## config.mk

```make
export PLATFORM = sky130hd
export DESIGN_NAME = uart_tx
export DESIGN_NICKNAME = d
export VERILOG_FILES = /design/src/rtl/uart_tx.sv
export SDC_FILE = /design/constraint.sdc
export NUM_CORES = 1
export LEC_CHECK = 0
export BUFFER_PORTS_ARGS = -buffer_cell sky130_fd_sc_hd__buf_2
export CORE_MARGIN = 2
export CORE_UTILIZATION = 54
export DETAILED_ROUTE_END_ITERATION = 16
export PLACE_DENSITY = 0.77
export SLEW_MARGIN = 5
export SYNTH_ARGS = -nofsm -noshare
export SYNTH_HDL_FRONTEND = slang
export SYNTH_SLANG_ARGS = --single-unit
export TNS_END_PERCENT = 20
```

## constraint.sdc

```tcl
create_clock -name clk -period 4 [get_ports clk]
set_clock_uncertainty 0.1 [all_clocks]
set_input_delay 0.6 -clock clk [delete_from_list [all_inputs] [get_ports clk]]
set_output_delay 0.6 -clock clk [all_outputs]
set_load 0.02 [all_outputs]
```

## src/rtl/uart_tx.sv

```systemverilog
// UART transmitter: one DATA_WIDTH-bit payload per accepted trmt, LSB first, 1 stop bit.
// Define UART_TX_PARITY_EN to insert an even-parity bit between data and stop.
//
// state    | meaning
// ---------+---------------------------------------------
// S_IDLE   | line high, waiting for trmt
// S_START  | start bit (tx=0) for BAUD_DIV cycles
// S_DATA   | payload bits, LSB first, BAUD_DIV cycles each
// S_PARITY | even-parity bit (only with UART_TX_PARITY_EN)
// S_STOP   | stop bit (tx=1); final cycle returns to idle
module uart_tx #(
  parameter int DATA_WIDTH = 8,
  parameter int BAUD_DIV   = 16
) (
  input  logic                  clk,
  input  logic                  rst_n,
  input  logic [DATA_WIDTH-1:0] tx_data,
  input  logic                  trmt,
  output logic                  tx,
  output logic                  busy,
  output logic                  tx_done
);

  localparam int BCW = (DATA_WIDTH > 1) ? $clog2(DATA_WIDTH) : 1;
  localparam int BDW = $clog2(BAUD_DIV);
  localparam logic [BDW-1:0] BAUD_LAST = BDW'(BAUD_DIV - 1);
  localparam logic [BCW-1:0] BIT_LAST  = BCW'(DATA_WIDTH - 1);

`ifdef UART_TX_PARITY_EN
  typedef enum logic [2:0] {S_IDLE, S_START, S_DATA, S_PARITY, S_STOP} state_t;
`else
  typedef enum logic [1:0] {S_IDLE, S_START, S_DATA, S_STOP} state_t;
`endif

  state_t                state_q, state_d;
  logic [DATA_WIDTH-1:0] shift_q, shift_d;
  logic [BCW-1:0]        bit_q, bit_d;
  logic [BDW-1:0]        baud_q, baud_d;
  logic                  tx_q, tx_d;
  logic                  busy_q, busy_d;
  logic                  done_q, done_d;
  logic                  bit_end;
`ifdef UART_TX_PARITY_EN
  logic                  par_q, par_d;
`endif

  assign bit_end = (baud_q == BAUD_LAST);

  always_comb begin
    state_d = state_q;
    shift_d = shift_q;
    bit_d   = bit_q;
    baud_d  = baud_q;
    tx_d    = tx_q;
    busy_d  = busy_q;
    done_d  = done_q;
`ifdef UART_TX_PARITY_EN
    par_d   = par_q;
`endif

    if (state_q != S_IDLE) begin
      baud_d = bit_end ? '0 : baud_q + 1'b1;
    end

    case (state_q)
      S_IDLE: begin
        baud_d = '0;
        bit_d  = '0;
        tx_d   = 1'b1;
        if (trmt) begin
          shift_d = tx_data;
          state_d = S_START;
          tx_d    = 1'b0;
          busy_d  = 1'b1;
          done_d  = 1'b0;
`ifdef UART_TX_PARITY_EN
          par_d   = ^tx_data;
`endif
        end
      end
      S_START: begin
        if (bit_end) begin
          tx_d    = shift_q[0];
          shift_d = shift_q >> 1;
          bit_d   = '0;
          state_d = S_DATA;
        end
      end
      S_DATA: begin
        if (bit_end) begin
          if (bit_q == BIT_LAST) begin
`ifdef UART_TX_PARITY_EN
            tx_d    = par_q;
            state_d = S_PARITY;
`else
            tx_d    = 1'b1;
            state_d = S_STOP;
`endif
          end else begin
            bit_d   = bit_q + 1'b1;
            tx_d    = shift_q[0];
            shift_d = shift_q >> 1;
          end
        end
      end
`ifdef UART_TX_PARITY_EN
      S_PARITY: begin
        if (bit_end) begin
          tx_d    = 1'b1;
          state_d = S_STOP;
        end
      end
`endif
      S_STOP: begin
        if (bit_end) begin
          tx_d    = 1'b1;
          busy_d  = 1'b0;
          done_d  = 1'b1;
          state_d = S_IDLE;
        end
      end
      default: begin
        state_d = S_IDLE;
        tx_d    = 1'b1;
        busy_d  = 1'b0;
      end
    endcase
  end

  // tx resets to 1 asynchronously so an aborted frame releases the line at once
  always_ff @(posedge clk or negedge rst_n) begin
    if (!rst_n) begin
      state_q <= S_IDLE;
      shift_q <= '0;
      bit_q   <= '0;
      baud_q  <= '0;
      tx_q    <= 1'b1;
      busy_q  <= 1'b0;
      done_q  <= 1'b0;
`ifdef UART_TX_PARITY_EN
      par_q   <= 1'b0;
`endif
    end else begin
      state_q <= state_d;
      shift_q <= shift_d;
      bit_q   <= bit_d;
      baud_q  <= baud_d;
      tx_q    <= tx_d;
      busy_q  <= busy_d;
      done_q  <= done_d;
`ifdef UART_TX_PARITY_EN
      par_q   <= par_d;
`endif
    end
  end

  assign tx      = tx_q;
  assign busy    = busy_q;
  assign tx_done = done_q;

endmodule

```

==> results.py <==
metrics = {
    "placement": {
        "gp_congestion": 0.8708,
        "dpl.cell_count": 132,
        "hpwl_mm": 1.380,
        "port_buffers": 13,
    },
    "outcome": {
        "status": "completed",
    },
    "cells_and_area": {
        "area_growth_syn_to_layout_pct": 9.070,
        "num_antenna_cells": 0,
        "drive_gt1_frac": 0.3578,
        "layout.nets": 129,
        "fin_cells": 136,
    },
    "detailed_routing": {
        "routedWlPerCell_um": 13.34,
        "viasPerCell": 5.625,
        "drc": 0,
        "drt_iter0_markers": 10,
        "vias": 765,
        "ant_nets": 0,
        "dr.pass1.iters": 4,
        "routed_wl_mm": 1.814,
    },
    "sta": {
        "setup_viol": 0,
        "drv_slew": 0,
        "min_period_over_period": 0.5891,
        "fmax_mhz": 424.4,
        "tightest_slew_ns": 0.4651,
        "rsz0062_at_grt": "no",
        "final.setup.tns_ns": 0,
        "maxSlewHeadroom": 0.6899,
        "holdWs_ns": 0.1308,
        "finalHoldViolCount": 0,
        "finalCriticalPeriod_ns": 2.356,
    },
    "clock_network": {
        "cts.repair.resized": 0,
        "cts_root_buf": "clkbuf_4",
        "clk_latency_ns": 0.30,
        "cts_tree": "yes",
        "h-tree-depth": 1,
        "cts_buffers": 3,
        "postCtsHoldBufs": 0,
        "path_clk_slew_ns": 0.11,
        "post-cts-setup-buffers": 0,
        "clock-sinks": 20,
        "cts_max_path_buffers": 2,
    },
    "setup_path": {
        "start_kind": "register",
        "ff2ff_setup_slack_ns": 1.64,
        "worstReg2RegEnd": "shift_q[6]$_DFFE_PN0P_",
        "cp-end-kind": "register",
        "arrival_ns": 2.45,
        "cp_max_fo": 11,
        "timing.rr.start": "state_q[0]$_DFFE_PN0P_",
        "critPathRequiredTime_ns": 4.09,
        "cp-startpoint": "state_q[0]$_DFFE_PN0P_",
        "cp-endpoint": "shift_q[6]$_DFFE_PN0P_",
        "rr_worst_depth": 5,
        "crit_type": "reg -> reg",
    },
    "global_route": {
        "track_usage": 0.1721,
        "antenna_found_initial": 0,
        "grt_start_max_net_pins": 21,
        "grt_pass1_vias": 726,
        "grt_overflow": 0,
        "grt_pass1_wl_mm": 3.243,
    },
    "logic_synthesis": {
        "yosysWarnings": 0,
        "yosysUniqueCellTypes": 33,
        "synth_top_area_frac": 0.4204,
        "synth-seq-cells": 20,
        "syn_area_um2": 1131,
        "ys_seq_area_frac": 0.4436,
        "syn_area_per_cell_um2": 11.78,
        "synth.area.top_cells": "dfrtp_1 (42%), mux2_2 (15%), ha_1 (8.8%), a221oi_4 (2.3%), dfstp_2 (2.3%)",
        "synth_top_area_cell": "dfrtp_1",
        "synthCells": 96,
        "syn-num-nets": 115,
    },
    "die": {
        "die_y_um": 49.77,
        "dieArea_um2": 2477,
        "num_rows": 16,
        "core-area_um2": 1962,
        "die_x_um": 49.77,
        "num_io_pins": 14,
        "start_util": 0.5765,
    },
    "job": {
        "drv_cap": 0,
    },
    "power": {
        "power.density_nw_per_um2": 260.7,
        "leakagePower_nw": 0.5918,
        "peakVddDrop_v": 0.0002358,
    },
    "worst_hold_path": {
        "hold_class": "in -> async",
    },
}
==> worst min-delay path by stage <==
stage / startpoint / end / cells after the start
2_1_floorplan: rst_n / baud_q[0]$_DFF_PN0_ / 0
3_3_place_gp: baud_q[0]$_DFF_PN0_ / baud_q[0]$_DFF_PN0_ / 1
3_5_place_dp: shift_q[3]$_DFFE_PN0P_ / shift_q[3]$_DFFE_PN0P_ / 1
4_1_cts: rst_n / bit_q[1]$_DFFE_PN0P_ / 1
5_1_grt: rst_n / bit_q[1]$_DFFE_PN0P_ / 1
6_report: rst_n / bit_q[1]$_DFFE_PN0P_ / 1
==> registers in the layout (all words and copies together), names as in the netlist <==
| register | count |
|---|---|
| bit_q | 3 |
| tx | 1 |
| baud_q | 4 |
| tx_done | 1 |
| state_q | 2 |
| shift_q | 8 |
| busy | 1 |
==> power by group <==
group / switching (mW) / total, mW / internal, mW / leakage, nW
combinational: 0.00770 / 0.0159 / 0.00818 / 0.332
sequential: 0.00156 / 0.207 / 0.206 / 0.245
clock: 0.0597 / 0.0985 / 0.0389 / 0.0150
==> Yosys cell counts (all sizes together) <==
| cell type | number |
|---|---|
| ha | 8 |
| nor3 | 1 |
| a22oi | 1 |
| nand2 | 4 |
| a21oi | 4 |
| nor2 | 2 |
| nor4b | 1 |
| mux2 | 16 |
| o311ai | 1 |
| o211ai | 1 |
| clkbuf | 2 |
| inv | 4 |
| nand2b | 1 |
| or3 | 2 |
| or2 | 1 |
| dfstp | 1 |
| buf | 2 |
| nand4b | 2 |
| a211o | 2 |
| and2 | 1 |
| dfrtp | 19 |
| and3 | 2 |
| a22o | 1 |
| xnor2 | 1 |
| a211oi | 1 |
| nand3 | 5 |
| o21ai | 4 |
| nor2b | 4 |
| a221oi | 1 |
| o221a | 1 |
==> area by class of cell <==
type	count	area (um^2)
Timing Repair Buffer	13	65.06
Sequential cell	20	501.7
Clock buffer	4	26.28
Fill cell	166	728.2
Multi-Input combinational cell	68	591.8
Tap cell	27	33.78
Inverter	4	15.01
==> cell usage in the layout (no fill, tap or decap) <==
cell type,instances
clkbuf_1,1
o21ai_0,4
dfrtp_1,19
nor2_1,2
xnor2_1,1
buf_2,13
o311ai_0,1
mux2_4,1
a22o_1,1
nand3_1,5
or2_2,1
a211oi_1,1
nor4b_1,1
clkbuf_4,3
inv_1,4
a21oi_1,4
nand4b_1,1
nand4b_2,1
o221a_2,1
o211ai_1,1
a221oi_4,1
nor3_1,1
a211o_1,2
or3_4,2
nor2b_1,4
mux2_2,15
ha_1,8
a22oi_1,1
and3_1,2
nand2b_1,1
and2_1,1
nand2_1,4
dfstp_2,1
==> metal layers <==
metal  vias up  GRT usage  share of wire
met5         -          0              0
met3         4    0.03636          0.030
li1        376          -              -
met2        16     0.2622           0.46
met4         0    0.06944          0.014
met1       369     0.2382           0.49
==> cell families (layout without fill, tap and decap cells) <==
| logic type | after synthesis | after routing | synth area share |
|---|---|---|---|
| XOR/XNOR | 1 | 1 | 0.007745 |
| flip-flops | 20 | 20 | 0.4436 |
| multiplexers | 16 | 16 | 0.1626 |
| AO/OA/AOI/OAI | 17 | 17 | 0.1195 |
| adder cells (fa/ha/maj) | 8 | 8 | 0.08850 |
| AND/OR/NAND/NOR | 26 | 26 | 0.1449 |
| buffers and inverters | 8 | 21 | 0.03318 |
==> worst max-delay path, stage by stage (launching register included) <==
cell and delay (ns):
dfrtp_1 0.42, inv_1 0.10, ha_1 0.34, or3_4 0.45, a221oi_4 0.45, mux2_2 0.39
==> per-stage QoR <==
stage	setup slack (ns)	power, mW	utilization	area [um^2]
after floorplan	1.966	0.2170	-	1131
after global placement	1.747	0.2266	0.6154	1207
after detailed placement	1.653	0.2271	0.6154	1207
after CTS	1.639	0.3228	0.6288	1234
after global routing	1.523	0.3353	0.6288	1234
final	1.644	0.3216	0.6288	1234
Note: power is estimated with default switching activity, not from simulation.
